`src/rtl/word_unpacker_pkg.sv`:
```
// Shared state encoding and word/byte geometry for the word unpacker.
package word_unpacker_pkg;

   typedef enum logic [1:0] {StIdle, StLoad, StShift} state_e;

   localparam int unsigned DefWordW     = 16;
   localparam int unsigned DefByteW     = 8;
   localparam int unsigned DefLenW      = 16;
   localparam int unsigned BytesPerWord = DefWordW / DefByteW;

   function automatic int unsigned bytes_per_word(input int unsigned w, input int unsigned b);
      return w / b;
   endfunction

   // Index counter needs at least one bit even when a word holds a single byte.
   function automatic int unsigned idx_width(input int unsigned n);
      return (n > 1) ? $clog2(n) : 1;
   endfunction

endpackage

```
`src/rtl/word_unpacker.sv`:
```
// Pops W-bit words from an upstream FIFO and emits them as B-bit bytes, MSB first,
// for a burst of len words started by a one-cycle start pulse.
module word_unpacker
   import word_unpacker_pkg::*;
#(
   parameter int unsigned W  = DefWordW,
   parameter int unsigned B  = DefByteW,
   parameter int unsigned LW = DefLenW
) (
   input  logic          clk,
   input  logic          rst,
   input  logic          start,
   input  logic [LW-1:0] len,
   output logic          busy,
   output logic          done,
   input  logic          in_ready,
   input  logic [W-1:0]  in_data,
   output logic          in_trigger,
   output logic          out_valid,
   input  logic          out_ready,
   output logic [B-1:0]  out_data
);

   localparam int unsigned Bpw  = bytes_per_word(W, B);
   localparam int unsigned IdxW = idx_width(Bpw);
   localparam logic [IdxW-1:0] LastIdx = IdxW'(Bpw - 1);

   state_e          state_q;
   logic [W-1:0]    shift_q;
   logic [LW-1:0]   remaining_q;
   logic [IdxW-1:0] idx_q;
   logic            busy_q;
   logic            done_q;

   logic last_hs;
   logic more_words;

   assign last_hs    = (state_q == StShift) && out_ready && (idx_q == LastIdx);
   assign more_words = (remaining_q != '0);

   // Refill straight from the last-byte handshake so back-to-back words have no bubble.
   assign in_trigger = in_ready && ((state_q == StLoad) || (last_hs && more_words));
   assign out_valid  = (state_q == StShift);
   assign out_data   = shift_q[W-1 -: B];
   assign busy       = busy_q;
   assign done       = done_q;

   always_ff @(posedge clk or posedge rst) begin
      if (rst) begin
         state_q     <= StIdle;
         shift_q     <= '0;
         remaining_q <= '0;
         idx_q       <= '0;
         busy_q      <= 1'b0;
         done_q      <= 1'b0;
      end else begin
         unique case (state_q)
            StIdle: begin
               if (start) begin
                  if (len != '0) begin
                     remaining_q <= len;
                     busy_q      <= 1'b1;
                     state_q     <= StLoad;
                  end else begin
                     done_q <= ~done_q;
                  end
               end
            end
            StLoad: begin
               if (in_ready) begin
                  shift_q     <= in_data;
                  remaining_q <= remaining_q - LW'(1);
                  idx_q       <= '0;
                  state_q     <= StShift;
               end
            end
            StShift: begin
               if (out_ready) begin
                  if (idx_q != LastIdx) begin
                     shift_q <= shift_q << B;
                     idx_q   <= idx_q + IdxW'(1);
                  end else if (more_words) begin
                     if (in_ready) begin
                        shift_q     <= in_data;
                        remaining_q <= remaining_q - LW'(1);
                        idx_q       <= '0;
                     end else begin
                        state_q <= StLoad;
                     end
                  end else begin
                     done_q  <= ~done_q;
                     busy_q  <= 1'b0;
                     state_q <= StIdle;
                  end
               end
            end
            default: state_q <= StIdle;
         endcase
      end
   end

endmodule

```
`config.mk`:
```
export PLATFORM = sky130hd
export DESIGN_NAME = word_unpacker
export DESIGN_NICKNAME = d
export VERILOG_FILES = /design/src/rtl/word_unpacker_pkg.sv /design/src/rtl/word_unpacker.sv
export SDC_FILE = /design/constraint.sdc
export NUM_CORES = 1
export LEC_CHECK = 0
export ABC_CLOCK_PERIOD_IN_PS = 3550
export BUFFER_PORTS_ARGS = -buffer_cell sky130_fd_sc_hd__buf_2
export CORE_UTILIZATION = 59
export CTS_CLUSTER_SIZE = 40
export DETAILED_ROUTE_END_ITERATION = 12
export PLACE_DENSITY = 0.85
export SLEW_MARGIN = 20
export SYNTH_ARGS = -nofsm -noshare
export SYNTH_HDL_FRONTEND = slang
export SYNTH_SLANG_ARGS = --single-unit
```
`constraint.sdc`:
```
create_clock -name clk -period 3.55 [get_ports clk]
set_clock_uncertainty 0.2 [all_clocks]
set_input_delay 0.355 -clock clk [delete_from_list [all_inputs] [get_ports clk]]
set_output_delay 0.355 -clock clk [all_outputs]
set_load 0.02 [all_outputs]
```
Yosys cells after proc, flatten, opt, wreduce, memory -nomap -nowiden

Cells that the tools add are included.

Flip-flop bits (word level): 37
Latch bits: 0
Bits in writable memories: 0
ROM bits: 0
Bits of input ports: 37
Logic and storage cells: 76
Memories kept: 0

Add/subtract/negate cells: 2
Multiply operators: 0
Divide/modulo/power cells: 0
$lt $le $gt $ge: 0
Eq/ne operators: 12
Shift-type cells: 0
Muxes and demuxes: 38
Bitwise operators: 1
Reductions and logical operators: 17

Operators with widths:

| cell                  | count |
|---|---|
| $mux 16               | 10 |
| $pmux 16 s3           | 1 |
| $pmux 16 s2           | 1 |
| $reduce_bool 16->1    | 2 |
| $reduce_and 6->1      | 4 |
| $sub 16x1->16 const B | 1 |
| $mux 1                | 15 |
| $mux 2                | 7 |
| $ne 2x2->1 const B    | 5 |
| $ne 2x1->1 const B    | 3 |
| $pmux 1 s2            | 3 |
| $pmux 2 s3            | 1 |
| $reduce_and 3->1      | 2 |
| $logic_and 1x1->1     | 4 |
| $reduce_bool 2->1     | 2 |
| $ne 3x2->1 const B    | 1 |
| $ne 3x3->1 const B    | 1 |
| $reduce_bool 3->1     | 1 |
| $eq 2x1->1 const B    | 1 |
| $eq 2x2->1 const B    | 1 |
| $logic_not 2->1       | 1 |
| $add 1x1->1 const B   | 1 |
| $logic_or 1x1->1      | 1 |
| $not 1->1             | 1 |

Depth between registers and ports, before layout

Gate-level depths: netlist of run 1.

Depth in word-level cells: 6
Mapped depth: 10
Gate-level depth less buffers: 7

Worst setup path before layout of run 1

OpenSTA, ideal clock, no wires.

Kind: register to register
From: reg state_q[0]
To: reg remaining_q[12]
Setup time: 0.118 ns
Data arrival time: 2.062 ns
Required time: 3.232 ns
Slack: 1.170 ns
Cell stages (with the launch flop): 10
Buffers on the path: 2
Clock period less this slack: 2.380 ns
Cell sequence: dfrtp_1 -> inv_1 -> ha_1 -> buf_2 -> nor4b_1 -> nand4_2 -> o211ai_2 -> buf_6 -> o22ai_1 -> a21o_1

Longest elaborated chain between the ends: 3
Elaborated cells on any way between the ends: 11
Classes of those cells: eq/ne (7); mux (1); reduce/logical (3)

Ends and longest elaborated chain:

| element                                                                 | RTL line            | RTL |
|---|---|---|
| start: declaration                                                      | word_unpacker.sv:28 | `state_e state_q;` |
| start signal: assignment                                                | word_unpacker.sv:50 | `state_q <= StIdle;` |
| start signal: assignment                                                | word_unpacker.sv:63 | `state_q <= StLoad;` |
| start signal: assignment                                                | word_unpacker.sv:74 | `state_q <= StShift;` |
| $eq 2x2->1 *                                                            | --                  |  |
| via out_valid                                                           | word_unpacker.sv:19 | `output logic out_valid,` |
| $ne 2x1->1 (no source line) / $reduce_bool 3->1 (equally long branches) | --                  |  |
| $reduce_and 6->1 (no source line)                                       | --                  |  |
| end signal: assignment                                                  | word_unpacker.sv:61 | `remaining_q <= len;` |
| end signal: assignment                                                  | word_unpacker.sv:72 | `remaining_q <= remaining_q - LW'(1);` |
| end signal: assignment                                                  | word_unpacker.sv:85 | `remaining_q <= remaining_q - LW'(1);` |
| end: declaration                                                        | word_unpacker.sv:30 | `logic [LW-1:0] remaining_q;` |

The timed path passes the listed nets; every way through them passes the cells marked *.
A chain may end at the register's enable or synchronous reset.

Final worst setup path of run 1

From: reg remaining_q[0]
To: out in_trigger

Longest elaborated chain between the ends: 4

Ends and longest elaborated chain:

| element            | RTL line            | RTL |
|---|---|---|
| $reduce_bool 16->1 | word_unpacker.sv:39 | `assign more_words = (remaining_q != '0);` |
| $logic_and 1x1->1  | word_unpacker.sv:42 | `assign in_trigger = in_ready && ((state_q == StLoad) \|\| (last_hs && more_words));` |
| $logic_or 1x1->1   | word_unpacker.sv:42 |  |
| $logic_and 1x1->1  | word_unpacker.sv:42 |  |
| end: declaration   | word_unpacker.sv:18 | `output logic in_trigger,` |

Every way passes these cells.

==> reports/summary.txt, run 1 <==
DRC Markers = 0
WP data arrival = 2220 ps
Initial cell density of the core = 0.630
Synth warnings = 0
Cell leakage power = 1.18 nW
Max-slew violations = 0
Setup TNS = 0 ps
Post-Syn Area per Cell = 9.17 um2
Final core occ = 0.706
Setup WS pre-CTS = 963 ps
Setup violations, final = 0
Data required, critical path = 2990 ps
Fraction of the mapped netlist area in simple logic gates = 0.209
Crit-path cells = inv_1 > ha_1 > nor4b_1 > nand4_2 > nand2_1 > nor2_1 > o21a_1 > buf_2
HPWL Detailed = 3690 um
Fmax achieved = 360 MHz
Die Wd = 65.2 um
Yosys reg bits = 37
Hold WC Path Type = in2async
Gate Count Post-Synth = 257
Post-synthesis net count = 301
Final Hold Fails = 18
First-pass GRT wire length = 8510 um
Diode count = 0
Status = finished with violations
Final WS setup = 773 ps
Wire length per cell = 15.0 um
Worst path max stage delay = 470 ps
Violated checks = negative hold slack
Post-route total power = 2.54 mW
Mux cell area share after synthesis = 0.0180
Gr usage total = 0.259
Nets = 337
CTS Hold Buffers Added = 0
RSZ-0062 raised after global routing = false
Initial antenna violation count = 0
IO buf count = 48
Crit-path max FO = 6
Post-Synth XOR/XNOR Area = 0.00372
Worst-case clock buffer depth = 2
Complex-gate fraction of the synthesized area = 0.247
Count of cell types in the netlist = 52
Aggregate global routing overflow = 0
Clk root buf = clkbuf_8
TritonCTS Buffers = 5
Full die area = 4250 um2
# IOs = 49
Max rail drop VDD = 0.854 mV
Die Ht = 65.2 um
Pwr Density = 959 nW/um2
# Post-CTS Setup Buffers = 0
H-tree level count = 2
Global placement routability congestion = 0.847
Mapped cell area = 2360 um2
Final min period = 2780 ps
Largest net degree at the start of global routing = 44
Via count = 2057
Vias per inst = 6.01
Period utilisation layout = 0.782
Final WL = 5130 um
Max_cap viols = 0
Least-Margin Pin Slew = 734 ps
Commonest cells after routing, fill and taps aside = buf_2, dfrtp_1
Core Footprint = 3740 um2
Max_slew headroom = 0.510
Std-Cell Rows = 22
Initial DRC Count = 218
Crit. End Element = output pin
Skew-Pair Late Insertion Delay = 290 ps
CTS tree = yes
Sink Count = 37
Cts repair resizes = 0
Crit path launch type = register
Vias in the first global route = 1794
Clk pin slew, worst setup/hold paths = 80 ps
Syn-to-layout area delta = 12.1%
CP max stage cell = nor4b_1
WS Path Type = reg2out
Drt first pass iters = 4
Register area share after synthesis = 0.393
Async S/R FF share, synth = 1.00
Post-synth EDFFs = 0
Commonest non-fill, non-tap cell in the layout = buf_2
Layout cell share with drive strength beyond 1 = 0.248
Ys flop type = dfrtp_1
Hold WS = -23.9 ps
Post-synthesis adder-cell area fraction = 0.0372
Final ANT Viol Nets = 0
Largest family of logic cells by synthesized area = compound AO/OA/AOI/OAI gates
==> power by group <==
| group | switching [mW] | internal (mW) |
|---|---|---|
| logic | 0.801 | 0.544 |
| registers | 0.193 | 0.629 |
| clock network | 0.157 | 0.210 |
==> cell families after synthesis <==
group / Yosys count
compound gates: 85
xor+xnor: 1
fa+ha+maj: 7
buf+inv: 39
flops: 37
mux: 4
simple gates: 84
==> state kept, by name, summed over array words and instances, names as in the netlist <==
signal       cells
busy             1
done             1
idx_q            1
remaining_q     16
shift_q         16
state_q          2
==> per-layer routing <==
metal  vias to the layer above  wire (um)  GRT usage
met5                         -          0          0
met2                        74       2330      0.361
met4                         0        103     0.0978
met3                        12        292     0.0469
met1                       960       2400      0.396
li1                       1011          -          -
==> critical path: cells and delay by family (launching register included) <==
kind	cells	cell delay, ps
AOI/OAI and AO/OA	1	160
DFF	1	430
and+or+nand+nor	4	950
adders and majority gates	1	140
buffers and inverters	2	250
==> stage by stage <==
step / cells / cell area, um2 / hold WS, ps
3_3_place_gp: 334 / 2530 / 256
5_1_grt: 342 / 2640 / 48.9
4_1_cts: 342 / 2640 / 3.52
6_report: 342 / 2640 / -23.9
2_1_floorplan: 257 / 2360 / 261
3_5_place_dp: 334 / 2530 / 258
==> final timing paths <==
| check | from | to | slack [ps] | cells after the start |
|---|---|---|---|---|
| worst min register to register | done | done | 270 | 1 |
| max in group asynchronous | rst | done | 2450 | 3 |
| worst max register to register | state_q[0] | shift_q[4] | 950 | 7 |
| min in group clk | in_data[1] | shift_q[1] | 80 | 2 |
| worst min-delay path | rst | remaining_q[9] | -20 | 2 |
| worst max-delay path | remaining_q[0] | in_trigger | 770 | 8 |
==> synthesized netlist by cell type, drive strengths merged (3+ instances only) <==
cell type	number	area (um2)
a31oi	8	50.1
nand4	4	37.5
nor4	6	58.8
o22a	10	88.8
nor3	6	30.0
clkbuf	9	33.8
a22o	8	72.6
a22oi	8	60.1
nand3	7	35.0
nor2	14	52.6
dfrtp	37	926
buf	13	119
nand3b	8	60.1
a21oi	18	93.8
nor2b	7	43.8
nand2	17	63.8
o21ai	17	85.1
o2bb2ai	3	26.3
nand2b	3	18.8
ha	7	87.6
inv	17	63.8
==> area by class of cell <==
cell class | count | area (um2)
fillers | 306 | 1100
clock inverters | 3 | 46.3
repair buffers | 51 | 263
multi-input cells | 181 | 1210
clock buffers | 5 | 68.8
flip-flops and latches | 37 | 926
well taps | 48 | 60.1
inverters | 17 | 63.8
No activity file was read; power rests on OpenSTA's default activity.
==> inputs of run 2 (changes only) <==
--- a/config.mk
+++ b/config.mk
@@ -5,12 +5,12 @@
 export SDC_FILE = /design/constraint.sdc
 export NUM_CORES = 1
 export LEC_CHECK = 0
-export ABC_CLOCK_PERIOD_IN_PS = 3550
+export ABC_CLOCK_PERIOD_IN_PS = 2700
 export BUFFER_PORTS_ARGS = -buffer_cell sky130_fd_sc_hd__buf_2
-export CORE_UTILIZATION = 59
+export CORE_UTILIZATION = 55
 export CTS_CLUSTER_SIZE = 40
 export DETAILED_ROUTE_END_ITERATION = 12
-export PLACE_DENSITY = 0.85
+export PLACE_DENSITY = 0.8
 export SLEW_MARGIN = 20
 export SYNTH_ARGS = -nofsm -noshare
 export SYNTH_HDL_FRONTEND = slang
==> constraint.sdc (replaced) <==
create_clock -name clk -period 2.7 [get_ports clk]
set_clock_uncertainty 0.2 [all_clocks]
set_input_delay 0.27 -clock clk [delete_from_list [all_inputs] [get_ports clk]]
set_output_delay 0.27 -clock clk [all_outputs]
set_load 0.02 [all_outputs]
==> run 2 against run 1 <==
Effect of this change: the run now ends clean; first-iteration DRC count is 47% lower; wire length is 0.51% higher; power is 39% higher; non-clock buffer count is 10 higher; die area is 7.0% higher; clock-buffer cell count stayed put; global-route usage is 0.22 points lower; utilization is 2.4 points lower; via count is 0.97% higher; highest routed layer unchanged.
==> reports/summary.txt, run 2 (synthesis gave the netlist of run 1 again) <==
Initial cell density of the core = 0.581
WP data arrival = 2080 ps
Cell leakage power = 1.24 nW
Aggregate global routing overflow = 0
IO buf count = 48
R2R depth = 8
Clock power frac = 0.160
Fmax achieved = 392 MHz
Placed cells = 343
RSZ-0062 raised after global routing = false
# IOs = 49
Max-slew violations = 0
Global placement routability congestion = 0.815
Vias in the first global route = 1925
Setup TNS = 0 ps
Initial DRC Count = 115
Final instance area = 2770 um2
Multi-input combinational cell area = 1220 um2
Total internal power = 2.01 mW
Hold Path Depth = 2
Largest net degree at the start of global routing = 38
Sink Count = 37
Clk root buf = clkbuf_8
Final WL = 5150 um
Initial antenna violation count = 0
Status = finished clean
WS Path Type = reg2out
Die Ht = 67.5 um
Via count = 2077
Flop pwr share = 0.306
Worst-case clock buffer depth = 2
Worst path max stage delay = 430 ps
Final ANT Viol Nets = 0
Hold WS = 6.35 ps
Syn-to-layout area delta = 17.3%
Area after DPL = 2590 um2
Period utilisation layout = 0.944
Net Sw Frac = 0.431
Worst path depth = 8
Commonest cells after routing, fill and taps aside = buf_2, dfrtp_1
Setup violations, final = 0
DRC Markers = 0
Commonest non-fill, non-tap cell in the layout = buf_2
Least-Margin Pin Slew = 639 ps
Post-route total power = 3.53 mW
Crit-path max FO = 6
CTS tree = yes
Drt first pass iters = 4
Nets = 347
Wire length per cell = 14.6 um
Final min period = 2550 ps
HPWL Detailed = 3720 um
Hold WC Path Type = in2reg
Skew-Pair Late Insertion Delay = 290 ps
P_sw = 1.52 mW
Crit path buf inv count = 2
Storage cell area = 926 um2
Diode count = 0
Gr usage total = 0.257
First-pass GRT wire length = 8760 um
Crit-path cells = inv_1 > ha_1 > nor4b_2 > nand4_2 > nand2_1 > nor2_1 > o21a_1 > buf_2
H-tree level count = 2
CP max stage cell = dfrtp_1
FILL cells = 333
Largest regs = remaining_q (16), shift_q (16), state_q (2)
Critical path's top delay family = simple AND/OR/NAND/NOR gates
Layout Cells excl Fill = 354
Core Footprint = 4060 um2
Max rail drop VDD = 0.724 mV
Max_slew headroom = 0.574
Clk pin slew, worst setup/hold paths = 70 ps
Data required, critical path = 2230 ps
Std-Cell Rows = 23
Crit path launch type = register
Full die area = 4550 um2
Pwr Density = 1280 nW/um2
Vias per inst = 5.87
Layout cell share with drive strength beyond 1 = 0.266
Crit. End Element = output pin
Final Hold Fails = 0
TritonCTS Buffers = 5
Gate power share = 0.534
Max_cap viols = 0
Die Wd = 67.5 um
-- run 2: cell types whose count changed in the layout (fill, tap and decap cells not counted) --
cell / previous run / this run
buf_12: 0 / 1
buf_4: 3 / 9
bufinv_16: 1 / 2
clkinv_2: 0 / 1
clkinv_4: 1 / 0
clkinvlp_4: 1 / 0
dlygate4sd3_1: 0 / 3
nor4b_1: 2 / 1
nor4b_2: 0 / 1
-- run 2: cell type report --
| class | instances | share of cell area |
|---|---|---|
| tap | 50 | 0.0226 |
| timing repair buffer | 61 | 0.129 |
| multi-input combinational | 181 | 0.442 |
| inverter | 17 | 0.0231 |
| sequential | 37 | 0.335 |
| clock buffer | 5 | 0.0249 |
| clock inverter | 3 | 0.0235 |
-- run 2: final timing paths --
kind                                startpoint             end  slack [ps]
worst min-delay path                in_data[2]      shift_q[2]           6
min in group asynchronous                  rst     shift_q[12]         430
worst min register to register            done            done         280
worst max register to register      state_q[0]  remaining_q[0]         390
max in group asynchronous                  rst      state_q[0]        1540
worst max-delay path            remaining_q[0]      in_trigger         150
-- run 2: repair_timing --
item | in CTS | in global routing
buffers inserted | 0 | 0
hold buffers | 2 | 1
gates resized for setup | 1 | 0
endpoints found under the setup margin | 1 | 0
hold endpoints to repair | 38 | 1
-- run 2: metrics by stage --
step,utilization,setup slack [ps]
final,0.681,151
after global placement,0.640,418
after global routing,0.681,36.2
after floorplan,-,320
after detailed placement,0.640,310
after CTS,0.679,160
-- run 2: per-layer routing --
layer,global-route usage,share of wire
met2,0.421,0.48
met5,0,0
met3,0.0456,0.031
met4,0.144,0.030
met1,0.317,0.46
-- run 2: power by group through the flow --
| stage | logic, mW | clock network [mW] | registers, mW |
|---|---|---|---|
| 2_1_floorplan | 1.58 | 0 | 1.03 |
| 3_3_place_gp | 1.82 | 0 | 1.07 |
| 3_5_place_dp | 1.87 | 0 | 1.08 |
| 4_1_cts | 1.88 | 0.572 | 1.07 |
| 5_1_grt | 2.11 | 0.595 | 1.13 |
| 6_report | 1.88 | 0.565 | 1.08 |
==> inputs of run 3 (changes only) <==
--- a/config.mk
+++ b/config.mk
@@ -5,7 +5,7 @@
 export SDC_FILE = /design/constraint.sdc
 export NUM_CORES = 1
 export LEC_CHECK = 0
-export ABC_CLOCK_PERIOD_IN_PS = 2700
+export ABC_CLOCK_PERIOD_IN_PS = 2900
 export BUFFER_PORTS_ARGS = -buffer_cell sky130_fd_sc_hd__buf_2
 export CORE_UTILIZATION = 55
 export CTS_CLUSTER_SIZE = 40
==> constraint.sdc (replaced) <==
create_clock -name clk -period 2.9 [get_ports clk]
set_clock_uncertainty 0.2 [all_clocks]
set_input_delay 0.29 -clock clk [delete_from_list [all_inputs] [get_ports clk]]
set_output_delay 0.29 -clock clk [all_outputs]
set_load 0.02 [all_outputs]
==> run 3 against run 2 <==
Effect of this change: worst hold slack improved by 8.9 ps; sequential power is 6% lower; non-clock buffer count shrank 6; largest cell class unchanged; cell area decreased by 3.7%; clock-buffer cell count unchanged; wire length grew 2.0%; cell count down 1.7%; power down 14%; utilization fell by 2.5 points; critical path type is now reg2reg; die area unchanged; critical path depth is 1 lower; sequential cell count unchanged.
==> reports/summary.txt, run 3 (synthesis gave the netlist of run 1 again) <==
Largest net degree at the start of global routing = 42
Largest regs = remaining_q (16), shift_q (16), state_q (2)
Via count = 2113
Cell leakage power = 1.19 nW
Final ANT Viol Nets = 0
WP data arrival = 2630 ps
Gr usage total = 0.259
Final WL = 5250 um
IO buf count = 48
Crit path launch type = register
Drt first pass iters = 4
Worst-case clock buffer depth = 2
RSZ-0062 raised after global routing = false
Sink Count = 37
WS Path Type = reg2reg
Data required, critical path = 2850 ps
R2R setup slack = 220 ps
Status = finished clean
Final core occ = 0.656
Clk root buf = clkbuf_8
Final WS setup = 221 ps
Global placement routability congestion = 0.798
Vias per inst = 6.07
Std-Cell Rows = 23
Skew-Pair Late Insertion Delay = 290 ps
Core Footprint = 4060 um2
Layout cell share with drive strength beyond 1 = 0.258
Period utilisation layout = 0.924
First-pass GRT wire length = 8720 um
Initial cell density of the core = 0.581
Max rail drop VDD = 0.693 mV
DRC Markers = 0
Final min period = 2680 ps
Clk pin slew, worst setup/hold paths = 80 ps
# IOs = 49
Final Hold Fails = 0
FILL cells = 346
Aggregate global routing overflow = 0
HPWL Detailed = 3830 um
Fmax achieved = 373 MHz
Vias in the first global route = 1921
Syn-to-layout area delta = 13.0%
Max_slew headroom = 0.443
Setup violations, final = 0
Setup WS pre-CTS = 236 ps
Wire length per cell = 15.1 um
Nets = 341
Least-Margin Pin Slew = 835 ps
Pwr Density = 1140 nW/um2
Initial antenna violation count = 0
Full die area = 4550 um2
Die Ht = 67.5 um
Crit. End Element = register
Diode count = 0
Die Wd = 67.5 um
CTS tree = yes
Max-slew violations = 0
Commonest cells after routing, fill and taps aside = buf_2, dfrtp_1
Commonest non-fill, non-tap cell in the layout = buf_2
Max_cap viols = 0
Crit-path max FO = 5
TritonCTS Buffers = 5
H-tree level count = 2
Hold WC Path Type = in2reg
Setup TNS = 0 ps
Initial DRC Count = 113
[run 3: changes by cell type in the layout (fill, tap and decap cells not counted), sizes merged]
cell | before | now
clkinvlp | 0 | 1
dlygate4sd3 | 3 | 1
clkinv | 1 | 2
buf | 58 | 54
bufinv | 2 | 0
[run 3: repair_timing]
| item | in CTS | in global routing |
|---|---|---|
| setup endpoints to repair | 0 | 1 |
| hold buffers | 1 | 0 |
| buffers inserted | 0 | 0 |
| hold endpoints to repair | 20 | 0 |
| gates resized for setup | 0 | 1 |
[run 3: routing by layer]
metal | wire [um] | vias to the layer above | GRT usage
met3 | 242 | 14 | 0.0642
li1 | - | 1023 | -
met5 | 0 | - | 0
met4 | 146 | 0 | 0.125
met2 | 2520 | 57 | 0.426
met1 | 2350 | 1019 | 0.315
[run 3: final timing paths]
kind / from / endpoint / cells past startpoint
setup / recovery: state_q[0] / remaining_q[14] / 7
hold / removal: in_data[2] / shift_q[2] / 2
setup reg to reg: state_q[0] / remaining_q[14] / 7
hold reg to reg: done / done / 1
max in group asynchronous: rst / idx_q / 4
min in group asynchronous: rst / remaining_q[13] / 3
[run 3: critical path, stage by stage (launching register included)]
cell and delay [ps]:
dfrtp_1 410, inv_1 80, ha_1 360, nand2b_1 170, a221oi_1 450, a21boi_0 570, nand2_1 140, o2bb2ai_1 160
[run 3: power by group]
group          switching (mW)  leakage (nW)  internal (mW)
Sequential              0.237         0.432          0.771
Combinational            1.00         0.710          0.680
Clock                   0.186        0.0439          0.166
[run 3: stage by stage]
step,hold WS [ps],total power [mW],instance area [um2],cells
final,15.3,3.04,2660,348
after global placement,258,2.60,2550,339
after CTS,11.1,3.02,2650,348
after global routing,10.5,3.32,2660,348
after detailed placement,275,2.66,2550,339
after floorplan,230,2.43,2360,257
[run 3: final cells by class]
class | instances | area, um2 | area share
inverter | 17 | 63.8 | 0.0240
tap | 50 | 62.6 | 0.0235
clock inverter | 3 | 17.5 | 0.00658
clock buffer | 5 | 68.8 | 0.0258
sequential | 37 | 926 | 0.348
multi-input combinational | 181 | 1230 | 0.462
timing repair buffer | 55 | 295 | 0.111
